$ cat src/rtl/pipelined_addsub_if.sv
// Operand/result handshake bundle for pipelined_addsub.
// The producer/consumer side uses the master modport and the arithmetic unit uses the slave modport.
interface pipelined_addsub_if #(
  parameter int WIDTH = 16
) ();
  logic             in_valid;
  logic             in_ready;
  logic [WIDTH-1:0] x;
  logic [WIDTH-1:0] y;
  logic             ci;
  logic             sub;
  logic             out_valid;
  logic             out_ready;
  logic [WIDTH-1:0] s;
  logic             co;
  logic             ovf;

  modport master (
    output in_valid, x, y, ci, sub, out_ready,
    input  in_ready, out_valid, s, co, ovf
  );

  modport slave (
    input  in_valid, x, y, ci, sub, out_ready,
    output in_ready, out_valid, s, co, ovf
  );
endinterface

$ cat src/rtl/pipelined_addsub.sv
// Pipelined add/subtract unit: one SEG-bit slice per stage with the carry rippling between stages.
// Operands are skewed in and result slices are deskewed out, so s/co/ovf leave aligned after STAGES cycles.
module pipelined_addsub #(
  parameter int WIDTH = 16,
  parameter int SEG   = 4
) (
  input logic               clk,
  input logic               rst_n,
  pipelined_addsub_if.slave bus
);
  localparam int STAGES = WIDTH / SEG;

  if ((WIDTH % SEG) != 0) begin : g_bad_seg
    $error("pipelined_addsub: WIDTH must be a multiple of SEG");
  end

  // Bank k feeds stage k; bank STAGES holds the finished result.
  logic [WIDTH-1:0] opx_q [STAGES];
  logic [WIDTH-1:0] opx_d [STAGES];
  logic [WIDTH-1:0] opy_q [STAGES];
  logic [WIDTH-1:0] opy_d [STAGES];
  logic [WIDTH-1:0] acc_q [STAGES+1];
  logic [WIDTH-1:0] acc_d [STAGES+1];
  logic             cy_q  [STAGES+1];
  logic             cy_d  [STAGES+1];
  logic             vld_q [STAGES+1];
  logic             vld_d [STAGES+1];
  logic             ovf_q;
  logic             ovf_d;
  logic [SEG:0]     slice_s;
  logic             stall_s;
  logic             adv_s;

  assign stall_s       = vld_q[STAGES] & ~bus.out_ready;
  assign adv_s         = ~stall_s;
  assign bus.in_ready  = adv_s;
  assign bus.out_valid = vld_q[STAGES];
  assign bus.s         = acc_q[STAGES];
  assign bus.co        = cy_q[STAGES];
  assign bus.ovf       = ovf_q;

  // Next-state of every bank: capture operands, add one slice per stage, shift everything forward.
  always_comb begin
    opx_d[0] = bus.x;
    if (bus.sub) begin
      opy_d[0] = ~bus.y;
    end else begin
      opy_d[0] = bus.y;
    end
    acc_d[0] = {WIDTH{1'b0}};
    cy_d[0]  = bus.ci ^ bus.sub;
    vld_d[0] = bus.in_valid;
    slice_s  = {(SEG+1){1'b0}};

    for (int k = 1; k < STAGES; k++) begin
      opx_d[k] = opx_q[k-1];
      opy_d[k] = opy_q[k-1];
    end

    for (int k = 0; k < STAGES; k++) begin
      slice_s = {1'b0, opx_q[k][k*SEG +: SEG]} + {1'b0, opy_q[k][k*SEG +: SEG]}
              + {{SEG{1'b0}}, cy_q[k]};
      acc_d[k+1]                = acc_q[k];
      acc_d[k+1][k*SEG +: SEG]  = slice_s[SEG-1:0];
      cy_d[k+1]                 = slice_s[SEG];
      vld_d[k+1]                = vld_q[k];
    end

    // Carry into the MSB is recovered from the MSB operand bits and the MSB sum bit.
    ovf_d = opx_q[STAGES-1][WIDTH-1] ^ opy_q[STAGES-1][WIDTH-1]
          ^ acc_d[STAGES][WIDTH-1] ^ cy_d[STAGES];
  end

  // All banks advance together unless the result bank is held by backpressure.
  always_ff @(posedge clk or negedge rst_n) begin
    if (!rst_n) begin
      for (int k = 0; k < STAGES; k++) begin
        opx_q[k] <= {WIDTH{1'b0}};
        opy_q[k] <= {WIDTH{1'b0}};
      end
      for (int k = 0; k <= STAGES; k++) begin
        acc_q[k] <= {WIDTH{1'b0}};
        cy_q[k]  <= 1'b0;
        vld_q[k] <= 1'b0;
      end
      ovf_q <= 1'b0;
    end else if (adv_s) begin
      for (int k = 0; k < STAGES; k++) begin
        opx_q[k] <= opx_d[k];
        opy_q[k] <= opy_d[k];
      end
      for (int k = 0; k <= STAGES; k++) begin
        acc_q[k] <= acc_d[k];
        cy_q[k]  <= cy_d[k];
        vld_q[k] <= vld_d[k];
      end
      ovf_q <= ovf_d;
    end
  end
endmodule

$ cat src/flat_wrapper.sv
// flat-port wrapper written by rule: the top's interface ports become plain ports
module pipelined_addsub_flat 
#(
  parameter int WIDTH = 16,
  parameter int SEG   = 4
)
  (clk, rst_n, bus_in_valid, bus_x, bus_y, bus_ci, bus_sub, bus_out_ready, bus_in_ready, bus_out_valid, bus_s, bus_co, bus_ovf);
  pipelined_addsub_if #(.WIDTH(WIDTH)) bus_i ();
  input logic clk;
  input logic rst_n;
  input wire logic [$bits(bus_i.in_valid)-1:0] bus_in_valid;
  input wire logic [$bits(bus_i.x)-1:0] bus_x;
  input wire logic [$bits(bus_i.y)-1:0] bus_y;
  input wire logic [$bits(bus_i.ci)-1:0] bus_ci;
  input wire logic [$bits(bus_i.sub)-1:0] bus_sub;
  input wire logic [$bits(bus_i.out_ready)-1:0] bus_out_ready;
  output wire logic [$bits(bus_i.in_ready)-1:0] bus_in_ready;
  output wire logic [$bits(bus_i.out_valid)-1:0] bus_out_valid;
  output wire logic [$bits(bus_i.s)-1:0] bus_s;
  output wire logic [$bits(bus_i.co)-1:0] bus_co;
  output wire logic [$bits(bus_i.ovf)-1:0] bus_ovf;
  assign bus_i.in_valid = bus_in_valid;
  assign bus_i.x = bus_x;
  assign bus_i.y = bus_y;
  assign bus_i.ci = bus_ci;
  assign bus_i.sub = bus_sub;
  assign bus_i.out_ready = bus_out_ready;
  assign bus_in_ready = bus_i.in_ready;
  assign bus_out_valid = bus_i.out_valid;
  assign bus_s = bus_i.s;
  assign bus_co = bus_i.co;
  assign bus_ovf = bus_i.ovf;
  pipelined_addsub #(.WIDTH(WIDTH), .SEG(SEG)) u_core (.clk(clk), .rst_n(rst_n), .bus(bus_i));
endmodule
$ cat config.mk
export PLATFORM = sky130hd
export DESIGN_NAME = pipelined_addsub_flat
export DESIGN_NICKNAME = d
export VERILOG_FILES = /design/src/rtl/pipelined_addsub_if.sv /design/src/rtl/pipelined_addsub.sv /design/src/flat_wrapper.sv
export SDC_FILE = /design/constraint.sdc
export NUM_CORES = 1
export LEC_CHECK = 0
export BUFFER_PORTS_ARGS = -buffer_cell sky130_fd_sc_hd__buf_2
export CAP_MARGIN = 20
export CORE_ASPECT_RATIO = 1.5
export CORE_MARGIN = 4
export CORE_UTILIZATION = 29
export DETAILED_ROUTE_END_ITERATION = 12
export GPL_ROUTABILITY_DRIVEN = 0
export GPL_TIMING_DRIVEN = 0
export SYNTH_ARGS = -nofsm -noshare
export SYNTH_HDL_FRONTEND = slang
export SYNTH_SLANG_ARGS = --single-unit
$ cat constraint.sdc
create_clock -name clk -period 2.2 [get_ports clk]
set_input_delay 0.11 -clock clk [delete_from_list [all_inputs] [get_ports clk]]
set_output_delay 0.11 -clock clk [all_outputs]
set_load 0.01 [all_outputs]
==> results.ini, run 1 <==
[synth]
synth_seq_area_share = 0.587
syn_area_sq_mm = 0.00559
ys_seq_elements = 131
mappedNetlistNets = 648
yosys.cell_types.count = 21
synth.avg_cell_area_sq_um = 9.47
cells_taking_the_most_area_after_synthesis = dfrtp_1 (59%), nand2_1 (21%), xnor2_1 (3.0%)
syn-instance-count = 590
netlist.area_leader.share = 0.587
synth_largest_area_cell = dfrtp_1
yosys_warnings = 0

[power_and_ir_drop]
pwr_density_cell_mw_per_mm2 = 1400
leakagePower_uw = 0.00363
ir_drop_mv = 0.648

[detailed_routing]
avgRoutedWirePerCell_um = 12.3
vias = 3963
first_pass_iters = 4
drt-initial-drc-count = 210
drc_errors = 0
average_via_count_per_standard_cell = 4.12
postRouteWirelength_um = 11800
drt.antenna.violating_nets = 0

[placement]
hpwl_um = 8670
dpl_worst_slack_ns = 0.211
placement.io_buffers = 56
cell_count_post_placement = 899

[final_layout]
final_layout_size_suffix_gt1_frac = 0.173
instances_no_fill = 963
final_net_count = 756
num_antenna_cells = 0
area.growth.synth_to_final_pct = 26.8
fillers = 1950

[clock_tree]
total_of_cells_resized_after_clock_tree_synthesis = 0
clock_path_buffers = 2
tritoncts_clock_tree = built
cts_root_buf = clkbuf_16
cts_hold_buffers = 32
post_cts_buffers = 0
h-tree-depth = 4
clock_slew_at_reported_path_ffs_ns = 0.06
numCtsBuffers = 17
clkSinkCount = 131
clock_latency_ns = 0.41

[sta]
finalSetupTns_ns = 0
max_slew_margin = 0.638
hold_viol_final = 0
timing.final.crit_period_ns = 2.00
f_max_ghz = 0.501
fin_hold_ws_ns = 0.00648
final.setup_skew_ns = 0.00690
timing_worst_slew_pin_value_ns = 0.543
slew_viol_final = 0
setup_viol = 0
rsz0062_at_grt = no
final_min_period_over_clock_period = 0.908
timing.final.ws_setup_ns = 0.203

[critical_path]
worst_reg_to_reg_path_cell_count = 6
cpMostUsedCell = fa_1
critPathKind = reg2reg
endpoint_kind = flip-flop
reg2reg_slack_ns = 0.20
cp-start-kind = flip-flop
worstReg2RegEnd = u_core.bus.ovf
critPathSlowestCell = fa_1
crit_path_cell_trace = fa_1 > fa_1 > a21o_1 > a21oi_2 > xnor2_1 > o21ai_1
worst_r2r_startpoint = u_core.cy_q[1]
critical_path_peak_fanout = 2
slowest_cell_delay_on_critical_path_ns = 0.47
worst_ep_required_time_ns = 2.49
timing.critical_path.arrival_ns = 2.28

[floorplan]
die_width_um = 121
row_count = 61
placeableCoreArea_sq_mm = 0.0188
die_height_um = 178
initial_utilization = 0.297
top_level_ports = 58
die_area_sq_mm = 0.0216

[min_path]
hp-class = in2reg
timing.hold.worst_path_depth = 3
hold_end = u_core.opy_d[46]
hold_crit_start = bus_y[14]

[global_route]
grt_start_max_net_pins = 74
grt_remaining_overflow = 0
grt_first_pass_wirelength_um = 19700
global_route.usage.total = 0.119
grt_pass1_vias = 4007
antenna_found_initial = 0

[status]
status = completed

[job]
max_cap_viol_count = 0

## registers in the layout, indices dropped and copies added (netlist names)
signal                count
u_core.bus.out_valid      1
u_core.acc_d             24
u_core.opy_d             36
u_core.opy_q              4
u_core.bus.co             1
u_core.cy_q               4
u_core.opx_d             36
u_core.opx_q              4
u_core.bus.ovf            1
u_core.bus.s             16
u_core.vld_d              4
## critical path: cells and delay by family (launching register included)
| kind | cells | cell delay [ns] |
|---|---|---|
| adder cells (fa/ha/maj) | 2 | 0.89 |
| AO/OA/AOI/OAI | 3 | 0.45 |
| flip-flops | 1 | 0.40 |
| XOR/XNOR | 1 | 0.14 |
## logic make-up (layout without fill, tap and decap cells)
family | after synthesis | count (layout) | synth area share
compound gates | 49 | 49 | 0.0479
xor+xnor | 26 | 26 | 0.0408
fa+ha+maj | 20 | 20 | 0.0556
buf+inv | 38 | 159 | 0.0466
flops | 131 | 131 | 0.587
simple gates | 326 | 326 | 0.222
## stage by stage
step | area [sq um] | utilization | total power (uW)
floorplan | 5590 | - | 6360
global placement | 6180 | 0.329 | 7310
detailed placement | 6210 | 0.331 | 7400
CTS | 7080 | 0.377 | 10100
global route | 7080 | 0.377 | 10700
finish | 7080 | 0.377 | 9920
## synthesized netlist by cell type
library cell  number
a21oi_1           13
o21ai_1            1
xnor2_1           19
o21ai_0           27
nor2_1            11
a21o_1             6
buf_4              2
nand2_1          311
nand2b_1           1
inv_1              6
ha_1              12
buf_6             12
a21oi_2            2
buf_2             16
clkbuf_1           1
inv_2              1
fa_1               8
dfrtp_1          131
nor2b_4            1
xor2_1             7
nor2b_1            2
## report_power, final
part	internal [uW]	leakage (uW)	total, uW	switching [uW]
clock	1460	0.000258	2580	1120
combinational	1410	0.00178	3240	1830
sequential	3490	0.00159	4090	600
## worst max-delay path by stage
stage	to	depth (start not counted)	from	slack [ns]
global route	u_core.bus.ovf	6	u_core.cy_q[1]	0.11
detailed placement	u_core.bus.ovf	6	u_core.cy_q[1]	0.21
global placement	u_core.opx_d[47]	1	rst_n	-0.76
floorplan	u_core.bus.ovf	6	u_core.cy_q[1]	0.32
finish	u_core.bus.ovf	6	u_core.cy_q[1]	0.20
CTS	u_core.bus.ovf	6	u_core.cy_q[1]	0.19
## cell usage in the layout (no fill, tap or decap), drive strengths merged, types with 8 or more instances in the layout
| cell type | n |
|---|---|
| dfrtp | 131 |
| inv | 13 |
| o21ai | 28 |
| clkbuf | 18 |
| nand2 | 311 |
| fa | 8 |
| xnor2 | 19 |
| nor2 | 11 |
| buf | 87 |
| dlygate4sd3 | 32 |
| a21oi | 15 |
| ha | 12 |
## cell type report
cell class,instances,area [sq um],area share
clock inverter,15,123,0.0173
buffer,31,234,0.0330
multi-input combinational,421,2050,0.289
tap,252,315,0.0445
sequential,131,3280,0.463
timing repair buffer,89,634,0.0896
inverter,7,26.3,0.00371
clock buffer,17,425,0.0601
## metal layers
layer	global-route usage	wire length, um	vias up
li1	-	-	2054
met1	0.139	5030	1842
met2	0.210	6260	55
met3	0.0247	324	12
met4	0.0505	199	0
met5	0	0	-
(Power assumes the default switching activity.)
==> run 2, diff against run 1 <==
--- a/config.mk
+++ b/config.mk
@@ -12,7 +12,6 @@
 export CORE_UTILIZATION = 29
 export DETAILED_ROUTE_END_ITERATION = 12
 export GPL_ROUTABILITY_DRIVEN = 0
-export GPL_TIMING_DRIVEN = 0
 export SYNTH_ARGS = -nofsm -noshare
 export SYNTH_HDL_FRONTEND = slang
 export SYNTH_SLANG_ARGS = --single-unit
==> results.ini, run 2 (synthesized netlist as in run 1, its figures left out) <==
[sta]
rsz0062_at_grt = no  ; unchanged
hold_viol_final = 0  ; unchanged
timing.final.crit_period_ns = 2.00  ; about the same
slew_viol_final = 0  ; unchanged
final.setup_skew_ns = 0.00846  ; was 0.00690 ns
final_min_period_over_clock_period = 0.911  ; was 0.908
finalSetupTns_ns = 0  ; unchanged
f_max_ghz = 0.499  ; was 0.501 GHz
setup_viol = 0  ; unchanged
timing_worst_slew_pin_value_ns = 0.568  ; was 0.543 ns
max_slew_margin = 0.622  ; was 0.638

[clock_tree]
clkSinkCount = 131  ; unchanged
clock_latency_ns = 0.41  ; about the same
cts_hold_buffers = 33  ; was 32
clock_path_buffers = 2  ; unchanged
total_of_cells_resized_after_clock_tree_synthesis = 0  ; unchanged
numCtsBuffers = 17  ; unchanged
clock_slew_at_reported_path_ffs_ns = 0.06  ; about the same
h-tree-depth = 4  ; unchanged
tritoncts_clock_tree = built  ; unchanged
cts_root_buf = clkbuf_16  ; unchanged
post_cts_buffers = 0  ; unchanged

[final_layout]
most_common_cell_after_layout_fill_and_taps_aside = nand2_1  ; unchanged
final_layout_size_suffix_gt1_frac = 0.144  ; was 0.173
multi_input_comb_area_sq_mm = 0.00205  ; unchanged
num_antenna_cells = 0  ; unchanged
area.growth.synth_to_final_pct = 25.8  ; was 26.8%
instances_no_fill = 940  ; was 963
final-seq-area_sq_mm = 0.00328  ; unchanged
layout_common_cells = nand2_1 (311), dfrtp_1 (131), buf_2 (56)  ; was nand2_1 (311), dfrtp_1 (131), buf_2 (71)
fillers = 1941  ; was 1950
final_net_count = 733  ; was 756

[critical_path]
endpoint_kind = flip-flop  ; unchanged
worst_reg_to_reg_path_cell_count = 6  ; unchanged
worstReg2RegEnd = u_core.bus.ovf  ; unchanged
critical_path_peak_fanout = 2  ; unchanged
reg2reg_slack_ns = 0.20  ; about the same
cp-start-kind = flip-flop  ; unchanged
timing.critical_path.arrival_ns = 2.28  ; about the same
worst_ep_required_time_ns = 2.47  ; was 2.49 ns
worstSetupStartpoint = u_core.cy_q[1]  ; unchanged
critPathKind = reg2reg  ; unchanged
worst_r2r_startpoint = u_core.cy_q[1]  ; unchanged

[min_path]
hold_end = u_core.opy_d[33]  ; was u_core.opy_d[46]
hold_crit_start = bus_y[1]  ; was bus_y[14]
hp-class = in2reg  ; unchanged
timing.hold.worst_path_depth = 4  ; was 3

[detailed_routing]
avgRoutedWirePerCell_um = 10.9  ; was 12.3 um
drt.antenna.violating_nets = 0  ; unchanged
drc_errors = 0  ; unchanged
vias = 3880  ; was 3963
drt-initial-drc-count = 196  ; was 210
first_pass_iters = 4  ; unchanged
postRouteWirelength_um = 10300  ; was 11800 um
average_via_count_per_standard_cell = 4.13  ; was 4.12

[floorplan]
placeableCoreArea_sq_mm = 0.0188  ; unchanged
die_height_um = 178  ; unchanged
initial_utilization = 0.297  ; unchanged
die_width_um = 121  ; unchanged
die_area_sq_mm = 0.0216  ; unchanged
row_count = 61  ; unchanged
top_level_ports = 58  ; unchanged

[global_route]
antenna_found_initial = 0  ; unchanged
global_route.usage.total = 0.102  ; was 0.119
grt_pass1_vias = 3835  ; was 4007
grt_start_max_net_pins = 142  ; was 74
grt_remaining_overflow = 0  ; unchanged
grt_first_pass_wirelength_um = 17900  ; was 19700 um

[placement]
hpwl_um = 6600  ; was 8670 um
cell_count_post_placement = 875  ; was 899
placement.io_buffers = 57  ; was 56

[power_and_ir_drop]
pwr_density_cell_mw_per_mm2 = 1430  ; was 1400 mW/mm^2
leakagePower_uw = 0.00357  ; was 0.00363 uW
ir_drop_mv = 0.513  ; was 0.648 mV

[job]
max_cap_viol_count = 0  ; unchanged

[status]
status = completed  ; unchanged

## run 2: changes by cell type in the layout (fill, tap and decap cells not counted), sizes merged
| cell | delta |
|---|---|
| buf | -23 |
| bufinv | +3 |
| clkbuf | +7 |
| clkinv | -4 |
| clkinvlp | -1 |
| dlygate4sd3 | +1 |
| inv | -6 |
## run 2: worst max path at each step
stage	slack, ns	endpoint	depth (start not counted)
2_1_floorplan	0.32	u_core.bus.ovf	6
3_3_place_gp	0.23	u_core.bus.ovf	6
3_5_place_dp	0.19	u_core.bus.ovf	6
4_1_cts	0.18	u_core.bus.ovf	6
5_1_grt	0.09	u_core.bus.ovf	6
6_report	0.20	u_core.bus.ovf	6
## run 2: final cells by class
class                   count  area share
clock buffers              25      0.0748
clock inverters             7      0.0167
inverters                   7     0.00410
multi-input cells         421       0.291
flip-flops and latches    131       0.467
well taps                 252      0.0449
repair buffers             97       0.101
## run 2: per-layer routing
layer / part of all wire / global-route usage / up-vias
met5: 0 / 0 / -
met4: 0.020 / 0.0477 / 0
met3: 0.024 / 0.0190 / 14
met2: 0.49 / 0.170 / 55
met1: 0.47 / 0.129 / 1814
li1: - / - / 1997
## run 2: power breakdown
group	internal, uW	switching (uW)	total, uW	leakage [uW]
sequential	3490	573	4070	0.00159
clock	1990	979	2970	0.000308
combinational	1280	1710	2980	0.00167
## run 2: metrics by stage
stage	cell area, sq um	setup slack [ns]	hold slack (ns)	power [uW]	util
detailed placement	6050	0.194	0.126	7120	0.322
CTS	7020	0.182	0.00468	10200	0.374
finish	7020	0.195	0.0166	10000	0.374
global placement	6050	0.229	0.126	7010	0.322
global route	7020	0.0901	0.0409	10900	0.374
floorplan	5590	0.316	-0.186	6360	-
## run 2: worst max-delay path, stage by stage (launching register included)
cell,delay [ns]
dfrtp_1,0.40
fa_1,0.47
fa_1,0.43
a21o_1,0.21
a21oi_2,0.17
xnor2_1,0.14
o21ai_1,0.07
